### src/rtl/ks_seq_mul_if.sv
// ----------------------------------------------------------------------------
// ks_seq_mul_if
// Streaming handshake bundle for the digit-serial GF(2)[x] multiplier.
//   in_valid / in_ready : operand handshake (producer -> multiplier)
//   a, b                : N-bit operands, bit i = coefficient of x^i
//   out_valid / out_ready: result handshake (multiplier -> consumer)
//   d                   : 2N-1 bit product (reduced form in d[N-1:0] when
//                         the multiplier is built with reduction)
//   busy                : multiplier is not idle
// Modports: master = operand producer / result consumer, slave = multiplier.
// ----------------------------------------------------------------------------
interface ks_seq_mul_if #(
  parameter int N = 11
);
  logic             in_valid;
  logic             in_ready;
  logic [N-1:0]     a;
  logic [N-1:0]     b;
  logic             out_valid;
  logic             out_ready;
  logic [2*N-2:0]   d;
  logic             busy;

  modport master (
    output in_valid, a, b, out_ready,
    input  in_ready, out_valid, d, busy
  );

  modport slave (
    input  in_valid, a, b, out_ready,
    output in_ready, out_valid, d, busy
  );
endinterface

### src/rtl/ks_seq_mul.sv
// ----------------------------------------------------------------------------
// ks_seq_mul
// Digit-serial carry-less (GF(2)[x]) multiplier d = a * b. Operand b is
// consumed D bits per cycle, most significant digit first, with a Horner
// accumulation acc <- (acc << D) ^ (a * digit).
//
// Ports:
//   clk    : clock, rising edge
//   rst_n  : asynchronous active-low reset
//   bus    : ks_seq_mul_if.slave (in_valid/in_ready/a/b, out_valid/out_ready/d,
//            busy)
//
// Parameters: N operand width, D digit width, POLY field polynomial (N+1 bits).
//
// Build option: define KS_SEQ_MUL_REDUCE_EN to add a REDUCE state that folds
// the product modulo POLY before presenting it (latency K+1 instead of K).
// Without it POLY is unused and d is the full unreduced product.
// ----------------------------------------------------------------------------
module ks_seq_mul #(
  parameter int         N    = 11,
  parameter int         D    = 4,
  parameter logic [N:0] POLY = 12'h805
) (
  input  logic         clk,
  input  logic         rst_n,
  ks_seq_mul_if.slave  bus
);

  localparam int K     = (N + D - 1) / D;   // number of digits
  localparam int KD    = K * D;             // padded width of b
  localparam int ACC_W = N + KD - 1;        // accumulator width
  localparam int PW    = N + D - 1;         // width of a * digit
  localparam int CW    = (K > 1) ? $clog2(K) : 1;
  localparam logic [CW-1:0] CNT_LAST = CW'(K - 1);

  typedef enum logic [1:0] {
    IDLE   = 2'd0,
    BUSY   = 2'd1,
    REDUCE = 2'd2,
    DONE   = 2'd3
  } state_t;

  state_t            state_r;
  logic [N-1:0]      a_r;
  logic [KD-1:0]     b_r;       // shifts left so the current digit is on top
  logic [ACC_W-1:0]  acc_r;
  logic [CW-1:0]     cnt_r;
  logic              in_ready_r;
  logic              out_valid_r;
  logic              busy_r;
  logic [2*N-2:0]    d_r;

  logic [D-1:0]      digit_s;
  logic [ACC_W-1:0]  acc_next_s;

  // Carry-less N x D product: XOR of shifted copies of x.
  function automatic logic [PW-1:0] clmul_digit(input logic [N-1:0] x,
                                                input logic [D-1:0] y);
    logic [PW-1:0] p;
    p = '0;
    for (int j = 0; j < D; j++) begin
      if (y[j]) begin
        p = p ^ (PW'(x) << j);
      end else begin
        p = p;
      end
    end
    return p;
  endfunction

  // Reduce a 2N-1 bit product modulo POLY, top bit first; the result has
  // bits [2N-2:N] cleared.
  function automatic logic [2*N-2:0] reduce_poly(input logic [2*N-2:0] x);
    logic [2*N-2:0] t;
    t = x;
    for (int i = 2*N-2; i >= N; i--) begin
      if (t[i]) begin
        t = t ^ ((2*N-1)'(POLY) << (i - N));
      end else begin
        t = t;
      end
    end
    return t;
  endfunction

  // One Horner step using the most significant remaining digit of b.
  always_comb begin
    digit_s    = b_r[KD-1 -: D];
    acc_next_s = (acc_r << D) ^ ACC_W'(clmul_digit(a_r, digit_s));
  end

  // Control FSM with datapath registers and registered handshake outputs.
  always_ff @(posedge clk or negedge rst_n) begin
    if (!rst_n) begin
      state_r     <= IDLE;
      a_r         <= '0;
      b_r         <= '0;
      acc_r       <= '0;
      cnt_r       <= '0;
      in_ready_r  <= 1'b1;
      out_valid_r <= 1'b0;
      busy_r      <= 1'b0;
      d_r         <= '0;
    end else begin
      case (state_r)
        IDLE: begin
          if (bus.in_valid) begin
            a_r        <= bus.a;
            b_r        <= KD'(bus.b);    // zero-pad b to K*D bits
            acc_r      <= '0;
            cnt_r      <= CNT_LAST;
            state_r    <= BUSY;
            in_ready_r <= 1'b0;
            busy_r     <= 1'b1;
          end else begin
            state_r <= IDLE;
          end
        end

        BUSY: begin
          acc_r <= acc_next_s;
          b_r   <= b_r << D;
          if (cnt_r == '0) begin
`ifdef KS_SEQ_MUL_REDUCE_EN
            state_r <= REDUCE;
`else
            // Padding keeps bits >= 2N-1 zero, so the low slice is exact.
            d_r         <= acc_next_s[2*N-2:0];
            out_valid_r <= 1'b1;
            state_r     <= DONE;
`endif
          end else begin
            cnt_r <= cnt_r - CW'(1);
          end
        end

`ifdef KS_SEQ_MUL_REDUCE_EN
        REDUCE: begin
          d_r         <= reduce_poly(acc_r[2*N-2:0]);
          out_valid_r <= 1'b1;
          state_r     <= DONE;
        end
`endif

        DONE: begin
          if (bus.out_ready) begin
            out_valid_r <= 1'b0;
            in_ready_r  <= 1'b1;
            busy_r      <= 1'b0;
            state_r     <= IDLE;
          end else begin
            state_r <= DONE;
          end
        end

        default: begin
          state_r     <= IDLE;
          in_ready_r  <= 1'b1;
          out_valid_r <= 1'b0;
          busy_r      <= 1'b0;
        end
      endcase
    end
  end

  assign bus.in_ready  = in_ready_r;
  assign bus.out_valid = out_valid_r;
  assign bus.busy      = busy_r;
  assign bus.d         = d_r;

endmodule

### src/flat_wrapper.sv
// flat-port wrapper written by rule: the top's interface ports become plain ports
module ks_seq_mul_flat 
#(
  parameter int         N    = 11,
  parameter int         D    = 4,
  parameter logic [N:0] POLY = 12'h805
)
  (clk, rst_n, bus_in_valid, bus_a, bus_b, bus_out_ready, bus_in_ready, bus_out_valid, bus_d, bus_busy);
  ks_seq_mul_if #(.N(N)) bus_i ();
  input  logic clk;
  input  logic rst_n;
  input wire logic [$bits(bus_i.in_valid)-1:0] bus_in_valid;
  input wire logic [$bits(bus_i.a)-1:0] bus_a;
  input wire logic [$bits(bus_i.b)-1:0] bus_b;
  input wire logic [$bits(bus_i.out_ready)-1:0] bus_out_ready;
  output wire logic [$bits(bus_i.in_ready)-1:0] bus_in_ready;
  output wire logic [$bits(bus_i.out_valid)-1:0] bus_out_valid;
  output wire logic [$bits(bus_i.d)-1:0] bus_d;
  output wire logic [$bits(bus_i.busy)-1:0] bus_busy;
  assign bus_i.in_valid = bus_in_valid;
  assign bus_i.a = bus_a;
  assign bus_i.b = bus_b;
  assign bus_i.out_ready = bus_out_ready;
  assign bus_in_ready = bus_i.in_ready;
  assign bus_out_valid = bus_i.out_valid;
  assign bus_d = bus_i.d;
  assign bus_busy = bus_i.busy;
  ks_seq_mul #(.N(N), .D(D), .POLY(POLY)) u_core (.clk(clk), .rst_n(rst_n), .bus(bus_i));
endmodule
### config.mk
export PLATFORM = sky130hd
export DESIGN_NAME = ks_seq_mul_flat
export DESIGN_NICKNAME = d
export VERILOG_FILES = /design/src/rtl/ks_seq_mul_if.sv /design/src/rtl/ks_seq_mul.sv /design/src/flat_wrapper.sv
export SDC_FILE = /design/constraint.sdc
export NUM_CORES = 1
export LEC_CHECK = 0
export CELL_PAD_IN_SITES_DETAIL_PLACEMENT = 1
export CELL_PAD_IN_SITES_GLOBAL_PLACEMENT = 1
export CORE_ASPECT_RATIO = 1.2
export CORE_MARGIN = 4
export CORE_UTILIZATION = 38
export DETAILED_ROUTE_END_ITERATION = 8
export GPL_ROUTABILITY_DRIVEN = 0
export PLACE_DENSITY_LB_ADDON = 0.25
export SLEW_MARGIN = 20
export SYNTH_ARGS = -nofsm -noshare
export SYNTH_HDL_FRONTEND = slang
export SYNTH_SLANG_ARGS = --single-unit
### constraint.sdc
create_clock -name clk -period 1.55 [get_ports clk]
set_clock_uncertainty 0.1 [all_clocks]
set_input_delay 0.31 -clock clk [delete_from_list [all_inputs] [get_ports clk]]
set_output_delay 0.31 -clock clk [all_outputs]
set_load 0.005 [all_outputs]
==> results of run 1 <==
kinds of logic after synthesis:
kind of cell | Yosys count | synth area share [%]
xor+xnor | 33 | 12.0
fa+ha+maj | 1 | 0.391
mux | 37 | 12.7
flops | 68 | 53.2
simple gates | 82 | 10.4
compound gates | 40 | 8.17
buf+inv | 19 | 3.09
what timing repair did:
item	in CTS	in global routing
endpoints found under the setup margin	48	45
cloned	1	0
buffers inserted	10	3
resized for setup	61	25
endpoints found under the hold margin	67	0
pin swaps	11	10
hold buffers	1	0
final cells by class:
cell class / instances / share of cell area [%]
timing repair buffer: 91 / 18.6
sequential: 68 / 37.5
clock inverter: 7 / 1.84
multi-input combinational: 193 / 35.9
inverter: 4 / 0.329
clock buffer: 9 / 2.71
tap: 114 / 3.12
stage by stage:
| stage | std cells | hold slack [ps] | utilization [%] |
|---|---|---|---|
| final | 486 | 377 | 56.0 |
| after global routing | 486 | 423 | 56.0 |
| after CTS | 483 | 384 | 54.8 |
| after detailed placement | 456 | 272 | 49.0 |
| after global placement | 456 | 261 | 49.0 |
| after floorplan | 280 | -85.6 | - |
registers in the layout (all words and copies together) (netlist names):
signal	count
u_core.b_r	12
u_core.bus.out_valid	1
u_core.bus.in_ready	1
u_core.cnt_r	2
u_core.state_r	2
u_core.bus.busy	1
u_core.acc_r	17
u_core.bus.d	21
u_core.a_r	11
worst max path at each step:
stage / from / to / slack (ps)
finish: u_core.b_r[9] / u_core.bus.d[9] / -110
global route: u_core.b_r[11] / u_core.bus.d[5] / -170
CTS: u_core.b_r[11] / u_core.bus.d[7] / -110
detailed placement: bus_in_valid / u_core.a_r[1] / -300
global placement: bus_in_valid / u_core.a_r[7] / -270
floorplan: u_core.b_r[11] / u_core.bus.d[10] / -3
power by group:
group	switching, W	internal (W)	total, W
registers	0.000593	0.00245	0.00304
clock network	0.000793	0.000770	0.00156
logic	0.00190	0.00226	0.00416
total	0.00328	0.00548	0.00877
cell usage in the layout, fill, tap and decap left out, types with 5 or more instances in the layout:
cell type	instances
dfrtp_2	8
xnor2_2	13
xnor3_1	7
buf_6	5
xor2_2	8
dlygate4sd2_1	22
clkbuf_8	9
buf_4	32
mux2_2	26
mux2i_1	8
a22o_1	12
dfrtp_1	59
nand2_1	55
clkdlybuf4s50_1	24
o21ai_0	15
nand2_2	13
metal layers:
metal  wire (um)  vias up  track usage, %
met1        3650     1234            22.8
met3         304        9            4.24
met2        4530       38            30.5
li1            -     1101               -
met5           0        -               0
met4          99        0            6.69
worst min-delay path: stages, from the launching register on:
cell and delay (ps):
dfrtp_1 340, nand2_1 40, o21ai_0 60
==> results.md, run 1 <==
* Ys async rst share at 100%
* CTS tree: built
* Violated checks: negative setup slack
* Cell Pwr Density at ~1900 mW/mm^2
* Crit path depth at 4
* Via count at between 2,000 and 2,500
* Syn Inst Count at 280
* Drt total wl at 8580 um
* CTS max path bufs at 2
* Worst EP required at roughly 1700 ps
* Worst-case reg-to-reg path depth at 4
* Synth top area cells: dfrtp_1 (52%), mux2_2 (10%), nand2_1 (7.9%)
* Core ar. at 0.00815 sq mm
* Main flop type after synthesis: dfrtp_1
* Setup CP Type: flop to flop
* Gr usage total at between 10% and 20%
* Total power at slightly below 0.009 W
* Nets at 394
* Worst setup EP type: flop
* Setup TNS at -865 ps
* Hold path depth at 2
* Total global routing overflow at 0
* Synth cell count leaders: dfrtp_1 (67), nand2_1 (67), mux2_2 (29)
* Initial cell density of the core at roughly two fifths
* TritonRoute pass-1 iters at 4
* Hold Path Origin: u_core.bus.d[0]
* Total clock sinks at roughly 70
* Layout cells sized above 1 at between 30% and 40%
* First-pass GRT wire length at 13,800 um
* DR WL/cell at roughly 18 um
* Dominant cell type by area after synthesis: dfrtp_1
* Worst Hold End: u_core.bus.d[0]
* Sequential cell area at 0.00171 sq mm
* Top delay family on crit path: XOR/XNOR gates
* Post-route ant nets at 0
* Syn avg cell area at about 11 sq um
* Max incr delay on CP at between 400 and 500 ps
* Syn_nets at between 300 and 400
* Die Ht at approximately 110 um
* Startpoint Class: flop
* Hold Crit Class: flop to flop
* Max cap viols at 0
* Arr. time, crit path at ~1800 ps
* Post-Syn Area at around 0.0032 sq mm
* # rows at 36
* Fin. Hold Viols at 0
* R2R Path Start: u_core.b_r[9]
* Clock slew at reported path FFs at ~80 ps
* Max Clk Rate at 603 MHz
* Placed cell area at 0.00399 sq mm
* Capturing point of the worst reg2reg path: u_core.bus.d[9]
* RSZ-0062 raised after global routing: true
* Initial detailed-routing violation count at 80
* Worst slack at placement at -305 ps
* Slew margin rel. at 75.7%
* Worst-skew pair later-pin latency at 360 ps
* Root Buffer: clkbuf_8
* Max Slew Vio Count at 0
* Area Overhead vs Synth at 42.8%
* Outcome: complete, but fails checks
* Multi-input logic area at about 0.0016 sq mm
* CP Max Fanout at 6
* DP HPWL at approximately 5400 um
* Cts bufs inserted at 9
* Worst R2R Setup Slack at -110 ps
* Slowest-stage cell, CP: dfrtp_2
* Worst-margin pin slew at approximately 360 ps
* Count of flip-flops with a built-in enable after synthesis at 0
* Number of global-route vias before repair at around 2,700
* Diodes inserted at 0
* Die X at between 90 and 100 um
* Period utilisation layout at 107%
* Via density per instance at 4.90
* H-tree depth at 3
* Fill count at approximately 850
* Worst VDD drop at 0.952 mV
* Initial antenna violation count at 0
* Leakage at around 2.2 nW
* Post-route cell area at approximately 0.0046 sq mm
* Largest net degree at the start of global routing at ~70
* Min cycle time layout at ~1700 ps
* Synthesis warning total at 0
* Cells along the critical path: nand2_2, xnor3_1, xnor2_2, mux2_2
* I/O pin cnt at 50
* Sequential-to-total area share from yosys stat at around 53%
* Final setup fails at 14
* PortBufs at 49
* Crit path buffers/inverters at 0
* Yosys cell types at 27
* Final worst slack at -109 ps
* Die area at between 0.009 and 0.01 sq mm
* Synth Register Bits at slightly below 70
* DRC viols at 0
* Top-area cell type share of the netlist area at 52.4%
Note: power is estimated with default switching activity, not from simulation.
==> run 2, diff against run 1 <==
Settings changed: PLACE_DENSITY set to 0.78, PLACE_DENSITY_LB_ADDON 0.25 to unset, SLEW_MARGIN 20 to unset.
==> results.md, run 2 (synthesis gave the netlist of run 1 again) <==
* Outcome: complete, but fails checks
* Violated checks: negative setup slack
* Top routing layer used: met4
* Via count at 2,511 (+5.4%)
* Setup CP Type: flop to flop
* Nets at 397 (+0.76%)
* Cells along the critical path: nand2_1, xnor3_2, xnor2_2, mux2_2
* Worst slack at placement at -298 ps (+6.91 ps)
* Diodes inserted at 0 (unchanged)
* Total power at 0.00919 W (+4.9%)
* Wire length on met2 at 5210 um (+15%)
* Capturing point of the worst reg2reg path: u_core.bus.d[8]
* Most frequent cells in the layout: dfrtp_1 (62), nand2_1 (61), buf_4 (31), clkdlybuf4s50_1 (24), dlygate4sd2_1 (22)
* Slew margin rel. at 80.5% (+4.8 points)
* Largest net degree at the start of global routing at 39 (-43%)
* Total global routing overflow at 0 (unchanged)
* Area Overhead vs Synth at 44.1%
* TritonRoute pass-1 iters at 4 (unchanged)
* Root Buffer: clkbuf_8
* Cts bufs inserted at 9 (unchanged)
* Core ar. at 0.00815 sq mm (unchanged)
* DR WL/cell at 20.6 um (+16%)
* Total clock sinks at 68 (unchanged)
* First-pass GRT wire length at 14,000 um (+1.4%)
* Worst-skew pair later-pin latency at 370 ps (about the same)
* Die X at 91.8 um (unchanged)
* Min cycle time layout at 1700 ps (+44.4 ps)
* Cell Pwr Density at 1990 mW/mm^2 (+3.9%)
* RSZ-0062 raised after global routing: true
* Worst setup EP type: flop
* Max cap viols at 0 (unchanged)
* CTS max path bufs at 2 (unchanged)
* # rows at 36 (unchanged)
* H-tree depth at 3 (unchanged)
* Die Ht at 109 um (unchanged)
* I/O pin cnt at 50 (unchanged)
* Final setup fails at 31 (+17)
* CTS tree: built
* R2R Path Start: u_core.b_r[11]
* Worst R2R Setup Slack at -150 ps (-40 ps)
* Arr. time, crit path at 1840 ps (+40 ps)
* PortBufs at 49 (unchanged)
* DRC viols at 0 (unchanged)
* Initial antenna violation count at 0 (unchanged)
* Clock slew at reported path FFs at 70 ps (about the same)
* DRT met1 WL at 4120 um (+13%)
* WL met3 at 411 um (+35%)
* Gr usage total at 18.6% (+0.45 points)
* Period utilisation layout at 110% (+2.9 points)
* Worst EP required at 1690 ps (about the same)
* Worst-case reg-to-reg path depth at 4 (unchanged)
* Worst VDD drop at 1.02 mV (+6.9%)
* Hold Crit Class: input port to async pin
* Final worst slack at -153 ps (-44.4 ps)
* Initial detailed-routing violation count at 141 (+76%)
* Via density per instance at 5.13 (+4.8%)
* Worst-margin pin slew at 292 ps (-72.4 ps)
* Most common cell after layout, fill and taps aside: dfrtp_1
* Max Clk Rate at 587 MHz (-2.6%)
* Leakage at 2.24 nW (+1.5%)
* Max incr delay on CP at 490 ps (+20 ps)
* Number of global-route vias before repair at 2,721 (+1.9%)
* Layout cells sized above 1 at 33.9% (-3.2 points)
* Max Slew Vio Count at 0 (unchanged)
* Largest register FFs at 21 (unchanged)
* Die area at 0.00996 sq mm (unchanged)
* Drt total wl at 10,100 um (+17%)
* DP HPWL at 5990 um (+10%)
* CP Max Fanout at 7 (+1)
* Slowest-stage cell, CP: dfrtp_2
* Post-layout util at 56.6% (+0.52 points)
* Startpoint Class: flop
* Initial cell density of the core at 39.2% (unchanged)
* Fin. Hold Viols at 0 (unchanged)
* Post-route ant nets at 0 (unchanged)
==> run 2: final cells by class <==
type                    count  area (sq um)
multi-input cells         193          1590
clock buffers              13           159
inverters                   4          15.0
repair buffers             94           926
fillers                   843          3540
clock inverters             3          68.8
well taps                 114           143
flip-flops and latches     68          1710
==> run 2: report_power, final <==
part / internal [W] / switching, W / total [W]
Sequential: 0.00245 / 0.000630 / 0.00308
Combinational: 0.00238 / 0.00202 / 0.00440
Clock: 0.000999 / 0.000713 / 0.00171
Total: 0.00583 / 0.00337 / 0.00919
==> run 2: worst max-delay path by stage <==
stage	from	end	slack, ps	cells past startpoint
floorplan	u_core.b_r[11]	u_core.bus.d[10]	-3	5
global placement	bus_in_valid	u_core.cnt_r[0]	-250	6
detailed placement	bus_in_valid	u_core.b_r[5]	-300	6
CTS	u_core.b_r[11]	u_core.bus.d[10]	-120	4
global route	u_core.b_r[8]	u_core.bus.d[4]	-200	4
finish	u_core.b_r[11]	u_core.bus.d[8]	-150	4
==> run 2: metrics by stage <==
| stage | setup TNS (ps) | instances | instance area (sq um) | hold slack, ps |
|---|---|---|---|---|
| global placement | -6520 | 456 | 4010 | 70.6 |
| finish | -2060 | 489 | 4610 | 229 |
| global route | -4380 | 489 | 4610 | 246 |
| CTS | -1010 | 480 | 4330 | 234 |
| floorplan | -5.96 | 280 | 3200 | -85.6 |
| detailed placement | -8720 | 456 | 4010 | 77.9 |
==> run 2: critical path: cells and delay by family (launching register included) <==
kind	cells	cell delay [ps]
xor gates and xnor gates	2	630
DFF	1	490
muxes	1	270
and+or+nand+nor	1	90
==> run 2: what timing repair did <==
action,4_1_cts,5_1_grt
pin swaps,3,8
cloned,0,4
buffers inserted,7,5
resized for setup,37,49
setup endpoints to repair,53,50
endpoints found under the hold margin,67,0
hold buffers,1,0
==> run 2: layer usage <==
layer	vias up	track usage, %
li1	1117	-
met1	1296	22.6
met2	77	31.6
met3	21	2.85
met4	0	10.4
met5	-	0
==> run 3, diff against run 2 <==
Settings changed: TNS_END_PERCENT set to 30.
==> results.md, run 3 (synthesis gave the netlist of run 1 again) <==
* Top delay family on crit path: XOR/XNOR gates
* Total global routing overflow at 0 (unchanged)
* Hold WS at 236 ps (+6.48 ps)
* Nets at 387 (-2.5%)
* Largest net degree at the start of global routing at 39 (unchanged)
* Fill count at 877 (+4.0%)
* I/O pin cnt at 50 (unchanged)
* DRC viols at 0 (unchanged)
* Drt total wl at 8700 um (-13%)
* Worst setup EP type: flop
* WL met3 at 290 um (-29%)
* PortBufs at 49 (unchanged)
* Final worst slack at -144 ps (+9.35 ps)
* Most frequent cells in the layout: dfrtp_1 (62), nand2_1 (61), mux2_2 (28), buf_4 (27), clkdlybuf4s50_1 (24)
* Via density per instance at 5.00 (-2.7%)
* Cell Pwr Density at 1950 mW/mm^2 (-2.2%)
* Clock slew at reported path FFs at 70 ps (about the same)
* Clk pwr share at 19.9% (+1.3 points)
* Worst-margin pin slew at 270 ps (-22.2 ps)
* Worst slack at placement at -298 ps (unchanged)
* Top routing layer used: met4
* Max incr delay on CP at 480 ps (about the same)
* DP HPWL at 5990 um (unchanged)
* Hold Crit Class: input port to async pin
* Sw Share at 35.8% (-0.85 points)
* Wire length on met2 at 4600 um (-12%)
* Layout cells sized above 1 at 29.9% (-4.0 points)
* Startpoint Class: flop
* Slew margin rel. at 81.9% (+1.4 points)
* Initial cell density of the core at 39.2% (unchanged)
* Root Buffer: clkbuf_8
* Worst EP required at 1690 ps (about the same)
* Final setup fails at 12 (-61%)
* Total clock sinks at 68 (unchanged)
* Die X at 91.8 um (unchanged)
* CTS tree: built
* Fin. Hold Viols at 0 (unchanged)
* Largest register FFs at 21 (unchanged)
* Post-route ant nets at 0 (unchanged)
* Comb pwr share at 44.8% (-3.1 points)
* Via count at 2,393 (-4.7%)
* CP Max Fanout at 7 (unchanged)
* Max cap viols at 0 (unchanged)
* Period utilisation layout at 109% (-0.60 points)
* First-pass GRT wire length at 14,000 um (unchanged)
* Most common cell after layout, fill and taps aside: dfrtp_1
* Initial antenna violation count at 0 (unchanged)
* Min cycle time layout at 1690 ps (-9.35 ps)
* DRT met1 WL at 3620 um (-12%)
* CTS max path bufs at 2 (unchanged)
* Die Ht at 109 um (unchanged)
* Slowest-stage cell, CP: dfrtp_2
* TritonRoute pass-1 iters at 4 (unchanged)
* Outcome: complete, but fails checks
* Gr usage total at 18.6% (+0.030 points)
* Max Slew Vio Count at 0 (unchanged)
* Core ar. at 0.00815 sq mm (unchanged)
* # rows at 36 (unchanged)
* Switching pwr at 0.00306 W (-9.1%)
* Crit path buffers/inverters at 0 (unchanged)
* Internal power at 0.00550 W (-5.7%)
* Worst-skew pair later-pin latency at 360 ps (about the same)
* Initial detailed-routing violation count at 128 (-9.2%)
* Reg power frac at 35.4% (+1.9 points)
* Max Clk Rate at 590 MHz (+0.55%)
* Cells along the critical path: nand2_1, xnor3_2, xnor2_2, mux2_2
* Number of global-route vias before repair at 2,723 (+0.074%)
* Diodes inserted at 0 (unchanged)
* Leakage at 2.11 nW (-5.6%)
* Violated checks: negative setup slack
* RSZ-0062 raised after global routing: true
* Setup CP Type: flop to flop
* Worst VDD drop at 0.977 mV (-4.0%)
* Cts bufs inserted at 9 (unchanged)
* Area Overhead vs Synth at 37.1%
* Die area at 0.00996 sq mm (unchanged)
* Arr. time, crit path at 1830 ps (about the same)
* H-tree depth at 3 (unchanged)
* DR WL/cell at 18.2 um (-12%)
[run 3: cell count changes in the layout (fill, tap and decap cells not counted), sizes merged]
cell,delta
clkbuf,-3
buf,-7
[run 3: final cells by class]
| type | count | area, sq um | area share [%] |
|---|---|---|---|
| repair buffers | 84 | 787 | 17.9 |
| flip-flops and latches | 68 | 1710 | 39.0 |
| inverters | 4 | 15.0 | 0.342 |
| well taps | 114 | 143 | 3.25 |
| multi-input cells | 193 | 1510 | 34.3 |
| clock buffers | 13 | 159 | 3.62 |
| clock inverters | 3 | 68.8 | 1.57 |
[run 3: worst reg2reg max path, delay by kind of cell, from the launching register on]
family	cells	cell delay, ps
xor gates and xnor gates	2	620
muxes	1	270
DFF	1	480
and+or+nand+nor	1	100
[run 3: layer usage]
metal,global-route usage [%],vias up
met4,10.4,0
met5,0,-
met2,31.6,56
li1,-,1095
met1,22.7,1226
met3,2.85,16
[run 3: path summary, 6_finish.rpt]
check | slack, ps | start | end | cells after the start
max | -140 | u_core.b_r[11] | u_core.bus.d[8] | 4
min | 240 | rst_n | u_core.bus.d[4] | 2
max reg2reg | -140 | u_core.b_r[11] | u_core.bus.d[8] | 4
min reg2reg | 390 | u_core.bus.d[11] | u_core.bus.d[11] | 2
max in group asynchronous | 590 | rst_n | u_core.bus.in_ready | 3
min in group clk | 390 | u_core.bus.d[11] | u_core.bus.d[11] | 2
[run 3: repair_timing]
item / in CTS / in global routing
endpoints found under the hold margin: 67 / 0
hold buffers: 1 / 0
setup endpoints to repair: 53 / 49
resized for setup: 35 / 19
pin swaps: 3 / 4
setup buffers: 6 / 0
[run 3: power groups by stage]
| stage | Clock [W] | Sequential, W | Combinational [W] |
|---|---|---|---|
| 2_1_floorplan | 0 | 0.00286 | 0.00213 |
| 3_3_place_gp | 0 | 0.00298 | 0.00341 |
| 3_5_place_dp | 0 | 0.00301 | 0.00359 |
| 4_1_cts | 0.00172 | 0.00299 | 0.00374 |
| 5_1_grt | 0.00181 | 0.00312 | 0.00419 |
| 6_report | 0.00170 | 0.00303 | 0.00383 |
[run 3: metrics by stage]
stage / std cells / TNS, ps / util, % / cell area (sq um) / total power [W]
final: 479 / -903 / 53.8 / 4390 / 0.00856
after CTS: 479 / -1010 / 52.9 / 4320 / 0.00845
after detailed placement: 456 / -8720 / 49.1 / 4010 / 0.00660
after global placement: 456 / -6520 / 49.1 / 4010 / 0.00639
after global routing: 479 / -1620 / 53.8 / 4390 / 0.00912
after floorplan: 280 / -5.96 / - / 3200 / 0.00499
